===== config.mk =====
export PLATFORM = sky130hd
export DESIGN_NAME = mem_bus_arbiter
export DESIGN_NICKNAME = d
export VERILOG_FILES = /design/src/rtl/mem_bus_arbiter.sv
export SDC_FILE = /design/constraint.sdc
export NUM_CORES = 1
export LEC_CHECK = 0
export CORE_ASPECT_RATIO = 2
export CORE_MARGIN = 1
export CORE_UTILIZATION = 42
export CTS_CLUSTER_DIAMETER = 100
export DETAILED_ROUTE_END_ITERATION = 7
export PLACE_DENSITY_LB_ADDON = 0.15
export REMOVE_ABC_BUFFERS = 1
export SLEW_MARGIN = 10
export SYNTH_ARGS = -nofsm -noshare
export SYNTH_HDL_FRONTEND = slang
export SYNTH_SLANG_ARGS = --single-unit

===== constraint.sdc =====
create_clock -name clk -period 1.9 [get_ports clk]
set_input_delay 0.38 -clock clk [delete_from_list [all_inputs] [get_ports clk]]
set_output_delay 0.38 -clock clk [all_outputs]
set_load 0.02 [all_outputs]

===== src/rtl/mem_bus_arbiter.sv =====
// Two-master arbiter sharing one memory-map decoder port: M0 (load/store) and M1 (fetch, read-only).
// Fixed-priority for M0 with an anti-starvation limit; each access is a fixed-length bus cycle.
module mem_bus_arbiter #(
  parameter int RD_LATENCY = 1,
  parameter int MAX_CONSEC = 4
) (
  input  logic        clk,
  input  logic        rst,
  input  logic        m0_req,
  input  logic        m0_we,
  input  logic [31:0] m0_addr,
  input  logic [31:0] m0_wdata,
  output logic        m0_ready,
  output logic [31:0] m0_rdata,
  input  logic        m1_req,
  input  logic [31:0] m1_addr,
  output logic        m1_ready,
  output logic [31:0] m1_rdata,
  output logic        bus_mem_read,
  output logic        bus_mem_write,
  output logic [31:0] bus_addr,
  output logic [31:0] bus_wdata,
  input  logic [31:0] bus_rdata,
  output logic        bus_owner,
  output logic        busy,
  output logic [1:0]  dbg_state
);

  typedef enum logic [1:0] {
    S_IDLE   = 2'd0,
    S_ACCESS = 2'd1,
    S_WAIT   = 2'd2,
    S_DONE   = 2'd3
  } state_t;

  localparam logic [3:0] CONSEC_LIMIT = 4'(MAX_CONSEC);
  localparam logic [1:0] WAIT_LAST    = 2'((RD_LATENCY > 0) ? RD_LATENCY - 1 : 0);

  state_t      r_state;
  logic        r_owner;
  logic        r_we;
  logic [31:0] r_addr;
  logic [31:0] r_wdata;
  logic [3:0]  r_consec;
  logic [1:0]  r_wait_cnt;
  logic [31:0] r_m0_rdata;
  logic [31:0] r_m1_rdata;
  logic        w_pick_m1;

  // M1 only wins a tie once M0 has used up its run of consecutive grants.
  assign w_pick_m1 = m1_req && (!m0_req || (r_consec == CONSEC_LIMIT));

  always_ff @(posedge clk) begin
    if (rst) begin
      r_state    <= S_IDLE;
      r_owner    <= 1'b0;
      r_we       <= 1'b0;
      r_addr     <= '0;
      r_wdata    <= '0;
      r_consec   <= '0;
      r_wait_cnt <= '0;
      r_m0_rdata <= '0;
      r_m1_rdata <= '0;
    end else begin
      case (r_state)
        S_IDLE: begin
          if (m0_req || m1_req) begin
            r_state <= S_ACCESS;
            r_owner <= w_pick_m1;
            if (w_pick_m1) begin
              r_we     <= 1'b0;
              r_addr   <= m1_addr;
              r_consec <= '0;
            end else begin
              r_we    <= m0_we;
              r_addr  <= m0_addr;
              r_wdata <= m0_wdata;
              if (!m1_req)
                r_consec <= '0;
              else if (r_consec != CONSEC_LIMIT)
                r_consec <= r_consec + 4'd1;
            end
          end
        end
        S_ACCESS: begin
          if (r_we) begin
            r_state <= S_DONE;
          end else if (RD_LATENCY > 0) begin
            r_state    <= S_WAIT;
            r_wait_cnt <= '0;
          end else begin
            r_state <= S_DONE;
            if (r_owner) r_m1_rdata <= bus_rdata;
            else         r_m0_rdata <= bus_rdata;
          end
        end
        S_WAIT: begin
          if (r_wait_cnt == WAIT_LAST) begin
            r_state <= S_DONE;
            if (r_owner) r_m1_rdata <= bus_rdata;
            else         r_m0_rdata <= bus_rdata;
          end else begin
            r_wait_cnt <= r_wait_cnt + 2'd1;
          end
        end
        default: r_state <= S_IDLE;
      endcase
    end
  end

  assign bus_mem_read  = ((r_state == S_ACCESS) || (r_state == S_WAIT)) && !r_we;
  assign bus_mem_write = (r_state == S_ACCESS) && r_we;
  assign bus_addr      = r_addr;
  assign bus_wdata     = r_wdata;
  assign bus_owner     = r_owner;
  assign m0_ready      = (r_state == S_DONE) && !r_owner;
  assign m1_ready      = (r_state == S_DONE) && r_owner;
  assign m0_rdata      = r_m0_rdata;
  assign m1_rdata      = r_m1_rdata;
  assign busy          = (r_state != S_IDLE);
  assign dbg_state     = r_state;

endmodule


-- After elaboration in Yosys (flattened, before gate mapping)
Cells that the tools add are included.
W data, S select, Z words.
- $add $sub $neg: 2
- equal/unequal tests: 10
- mux-type cells: 12
- bitwise gates (word level): 2
- reductions and logical operators: 22
- operators by type and width (kind ; number):
    $mux W32 ; 1
    $reduce_and A3 Y1 ; 5
    $mux W4 ; 3
    $mux W2 ; 4
    $ne A2 B2 Y1 const B ; 4
    $pmux W2 S3 ; 1
    $logic_and A1 B1 Y1 ; 5
    $add A4 B1 Y4 const B ; 1
    $eq A2 B2 Y1 const B ; 2
    $eq A4 B3 Y1 const B ; 1
    $logic_not A2 Y1 ; 2
    $ne A4 B3 Y1 const B ; 1
    $pmux W2 S2 ; 1
    $reduce_and A2 Y1 ; 2
    $reduce_bool A2 Y1 ; 2
    $logic_not A1 Y1 ; 3
    $logic_or A1 B1 Y1 ; 3
    $ne A3 B1 Y1 const B ; 1
    $add A2 B1 Y2 const B ; 1
    $eq A2 B1 Y1 const B ; 1
    $mux W1 ; 2
    $not A1 Y1 ; 2
- register bits: 138
- input port bits: 133

-- Longest topological paths before layout
- word-level depth: 5
- mapped depth: 8
- gate-level depth less buffers: 5

-- Worst setup path after synthesis
No wires, ideal clock.
- path kind: register to register
- start: reg r_state[0], in the netlist dbg_state[0]
- end: reg r_state[0], in the netlist dbg_state[0]
- arrival time: 1704 ps
- required time: 1830 ps
- slack: 126 ps
- stages on the path, launching flop included: 7
- path buffers: 1
- period minus slack after synthesis: 1774 ps
- cell sequence: dfxtp_1 inv_1 ha_1 clkbuf_1 nor2b_1 or4_1 a21oi_1
- cells in the longest elaborated chain, start to end: 3
- elaborated cells between the ends (all ways): 7
- classes of those cells: 4 x eq/ne; 1 x mux; 2 x reduce/logical
- ends and longest elaborated chain (what ; RTL line ; RTL):
    from (decl) ; 39 ; state_t r_state;
    from (signal assigned) ; 55 ; r_state <= S_IDLE;
    from (signal assigned) ; 68 ; r_state <= S_ACCESS;
    from (signal assigned) ; 87 ; r_state <= S_DONE;
    $eq A2 B2 Y1 / $logic_not A2 Y1 (equally long branches) ; 65 ; case (r_state)
    $ne A2 B2 Y1 (no source line) ; n/a ;
    $reduce_and A2 Y1 (no source line) ; n/a ;
Parallel ways exist; a longest one is shown, timed or not.
A chain may end at the register's enable or synchronous reset.

-- Worst setup path after layout
- start: reg r_state[1], in the netlist dbg_state[1]
- end: out dbg_state[1]
- RTL lines (what ; RTL line ; RTL):
    to (decl) ; 26 ; output logic [1:0] dbg_state
No word-level cell between the ends.

==> metrics.md <==
| Metric | Value |
|---|---|
| Root buf cell | `clkbuf_16` |
| Status | `finished clean` |
| Clock Skew | `0.0130 ns` |
| Req. time, crit path | `1.52 ns` |
| Most used flip-flop cell after synthesis | `dfxtp_1` |
| Critical path data arrival time | `1.47 ns` |
| Die ar. | `roughly 15000 um^2` |
| DR vias | `5790` |
| Via count of the first global-routing pass | `a little under 6000` |
| DRT Pass-1 Iters | `4` |
| Leading cell types by count after synthesis | `138 x dfxtp_1, 133 x nand2_1, 73 x a21oi_1` |
| # diodes | `0` |
| FF-to-FF End | `dbg_state[0]$_SDFFE_PP0P_` |
| Initial DRC Count | `194` |
| Synth Area in Simple Gates | `around a quarter` |
| MaxCap Viol Count | `0` |
| Final slew viol count | `0` |
| Yosys reg bits | `138` |
| Clock transition at path regs | `0.06 ns` |
| Final min period | `1.85 ns` |
| CTS Hold Bufs | `0` |
| Critical path class | `reg2out` |
| Worst Setup SP | `dbg_state[1]$_SDFFE_PP0P_` |
| Final-report hold violation count | `0` |
| Cell with the most instances after synthesis | `dfxtp_1` |
| Worst-skew pair later-pin latency | `roughly 0.41 ns` |
| Routability cong. | `0.820` |
| Post-synth ARST share | `0%` |
| TritonCTS Sinks | `138` |
| GRT overflow | `0` |
| Pre-CTS setup slack | `-0.0156 ns` |
| Post-Synth Adder-Cell Area | `under 10%` |
| Area fraction of the dominant cell type after synthesis | `46.7%` |
| Sequential area share after synthesis | `46.7%` |
| Die height | `~170 um` |
| Remaining antenna violation count | `0` |
| HPWL Detailed | `12700 um` |
| Overall power | `~12000 uW` |
| Ports | `269` |
| CTS tree | `yes` |
| Cts bufs inserted | `17` |
| Core area | `13800 um^2` |
| Fmax | `0.542 GHz` |
| Pwr per Cell Area | `about 1300 nW/um^2` |
| Critical path depth in cells | `2` |
| Final worst-path setup slack | `roughly 0.054 ns` |
| CP Capture Point | `dbg_state[1]` |
| First-pass GRT wire length | `about 27000 um` |
| Reg-to-reg setup timing slack | `0.16 ns` |
| Hold Slack | `about 0.37 ns` |
| Routing usage on met2 | `45.4%` |
| Syn avg cell area | `between 8 and 9 um^2` |
| Finish-stage setup viols | `0` |
| Slew margin rel. | `68.6%` |
| Synth Area in Compound Gates | `between 15 and 20%` |
| Worst Path Buf+Inv | `2` |
| Fin nets | `1076` |
| R2R Path Start | `dbg_state[0]$_SDFFE_PP0P_` |
| Antenna violations before repair | `0` |
| Crit path capture type | `output port` |
| Crit Path Max Fanout | `4` |
| Worst path max stage delay | `~0.60 ns` |
| Hold Crit Start | `rst` |
| Multiplexer share of the synthesized area | `under 10%` |
| Number of flops mapped to enable cells by yosys | `0` |
| CP startpoint kind | `flop` |
| Met1 global-route usage | `22.8%` |
| Cell family with most CP delay | `buffers and inverters` |
| Post-CTS Setup Inserts | `0` |
| Initial Utilization | `between 40 and 50%` |
| Site Rows | `61` |
| LEAKAGE | `0.00352 uW` |
| Syn Std Cell Area | `5920 um^2` |
| Total Routing Usage GR | `23.6%` |
| Layout area overhead | `60.0%` |
| Global route hottest layer | `met2` |
| Worst VDD drop | `780 uV` |
| Main combinational cell family by area after synthesis | `simple AND/OR/NAND/NOR gates` |
| WL final | `17200 um` |
| Yosys cell types | `37` |
| Die Wd | `~86 um` |
| IO buf count | `268` |
| Hold WC Path Type | `in2reg` |
| Synth Warn # | `0` |
| Clock Tree Buf Depth | `2` |
| H-tree levels | `4` |
| Biggest area consumer among synthesized cells | `dfxtp_1` |
| Unrepaired setup endpoints after global routing | `false` |
| Fin crit share | `97.1%` |
| Post-cts resize count | `15` |
| XOR/XNOR Fraction of Synth Area | `0%` |
| Tightest Pin Transition | `between 0.4 and 0.5 ns` |
| Per-cell routed wire length | `15.1 um` |
| Global Route met3 Usage | `6.21%` |
| Layout cells sized above 1 | `under 10%` |
| Crit-path slowest cell | `clkdlybuf4s50_1` |
| Largest cells by area after synthesis | `dfxtp_1 47%, nand2_1 8.4%, nand2b_1 7.1%` |
| Cell breakdown of the critical path | `buf_4 > clkdlybuf4s50_1` |
| Depth of the worst register-to-register path | `6` |
| DR vias/cell | `5.09` |
| Largest net degree at the start of global routing | `55` |
| DRC Markers | `0` |
| Mapped Cells | `686` |
[cells by family after synthesis]
logic type                 Yosys count
and+or+nand+nor                    291
DFF                                138
AOI/OAI and AO/OA                  151
adders and majority gates            7
muxes                               32
buffers and inverters               67
[per-layer routing]
layer / vias to the layer above / part of all wire, %
met3: 35 / 6.6
met2: 225 / 55
met4: 0 / 3.3
li1: 2832 / -
met1: 2698 / 35
met5: - / 0
[cells in the final DEF, fill, tap and decap left out, types with 14 or more instances in the layout]
master and instances:
a311oi_1 33, nand3_1 35, mux2i_1 32, a21bo_1 31, dfxtp_1 138, buf_4 14
nand2b_1 66, a21oi_1 73, clkbuf_16 17, nand2_1 133, clkdlybuf4s50_1 260, nor2_1 33
[flip-flops by register name (all words and copies together) (netlist names)]
| signal | flops |
|---|---|
| dbg_state | 2 |
| bus_owner | 1 |
| r_wait_cnt | 2 |
| m0_rdata | 32 |
| bus_wdata | 32 |
| r_we | 1 |
| m1_rdata | 32 |
| r_consec | 4 |
| bus_addr | 32 |
[worst reg2reg max path, cell delays in order, from the launching register on]
cell	delay, ns
dfxtp_1	0.34
inv_1	0.07
ha_1	0.22
buf_4	0.16
nor3b_1	0.18
or4_1	0.52
a21oi_1	0.18
[where the power goes]
part	internal (uW)	switching, uW
sequential	3510	353
combinational	2250	2430
clock	2080	1260
[final cells by class]
type                            count  area, um^2
Fill cell                        1132        4350
Tap cell                          189         236
Sequential cell                   138        2760
Clock buffer                       19         433
Timing Repair Buffer              291        2970
Inverter                            7        26.3
Multi-Input combinational cell    481        2870
Clock inverter                     13         168
[per-stage QoR]
| step | setup TNS [ns] | utilization, % | std cells | area, um^2 |
|---|---|---|---|---|
| floorplan | -87.17 | - | 626 | 5650 |
| global placement | 0 | 64.3 | 1106 | 8880 |
| detailed placement | -0.0392 | 64.3 | 1106 | 8880 |
| CTS | 0 | 68.6 | 1138 | 9480 |
| global route | 0 | 68.5 | 1138 | 9470 |
| finish | 0 | 68.5 | 1138 | 9470 |
[how the worst min path moves through the flow]
stage,end,slack (ns),cells after the start
finish,m1_rdata[18]$_SDFFE_PP0P_,0.37,2
global route,m1_rdata[18]$_SDFFE_PP0P_,0.37,2
CTS,m1_rdata[18]$_SDFFE_PP0P_,0.35,2
detailed placement,m1_rdata[19]$_SDFFE_PP0P_,0.45,2
global placement,m1_rdata[26]$_SDFFE_PP0P_,0.44,2
floorplan,bus_owner$_SDFFE_PP0P_,0.45,1
(Power assumes the default switching activity.)
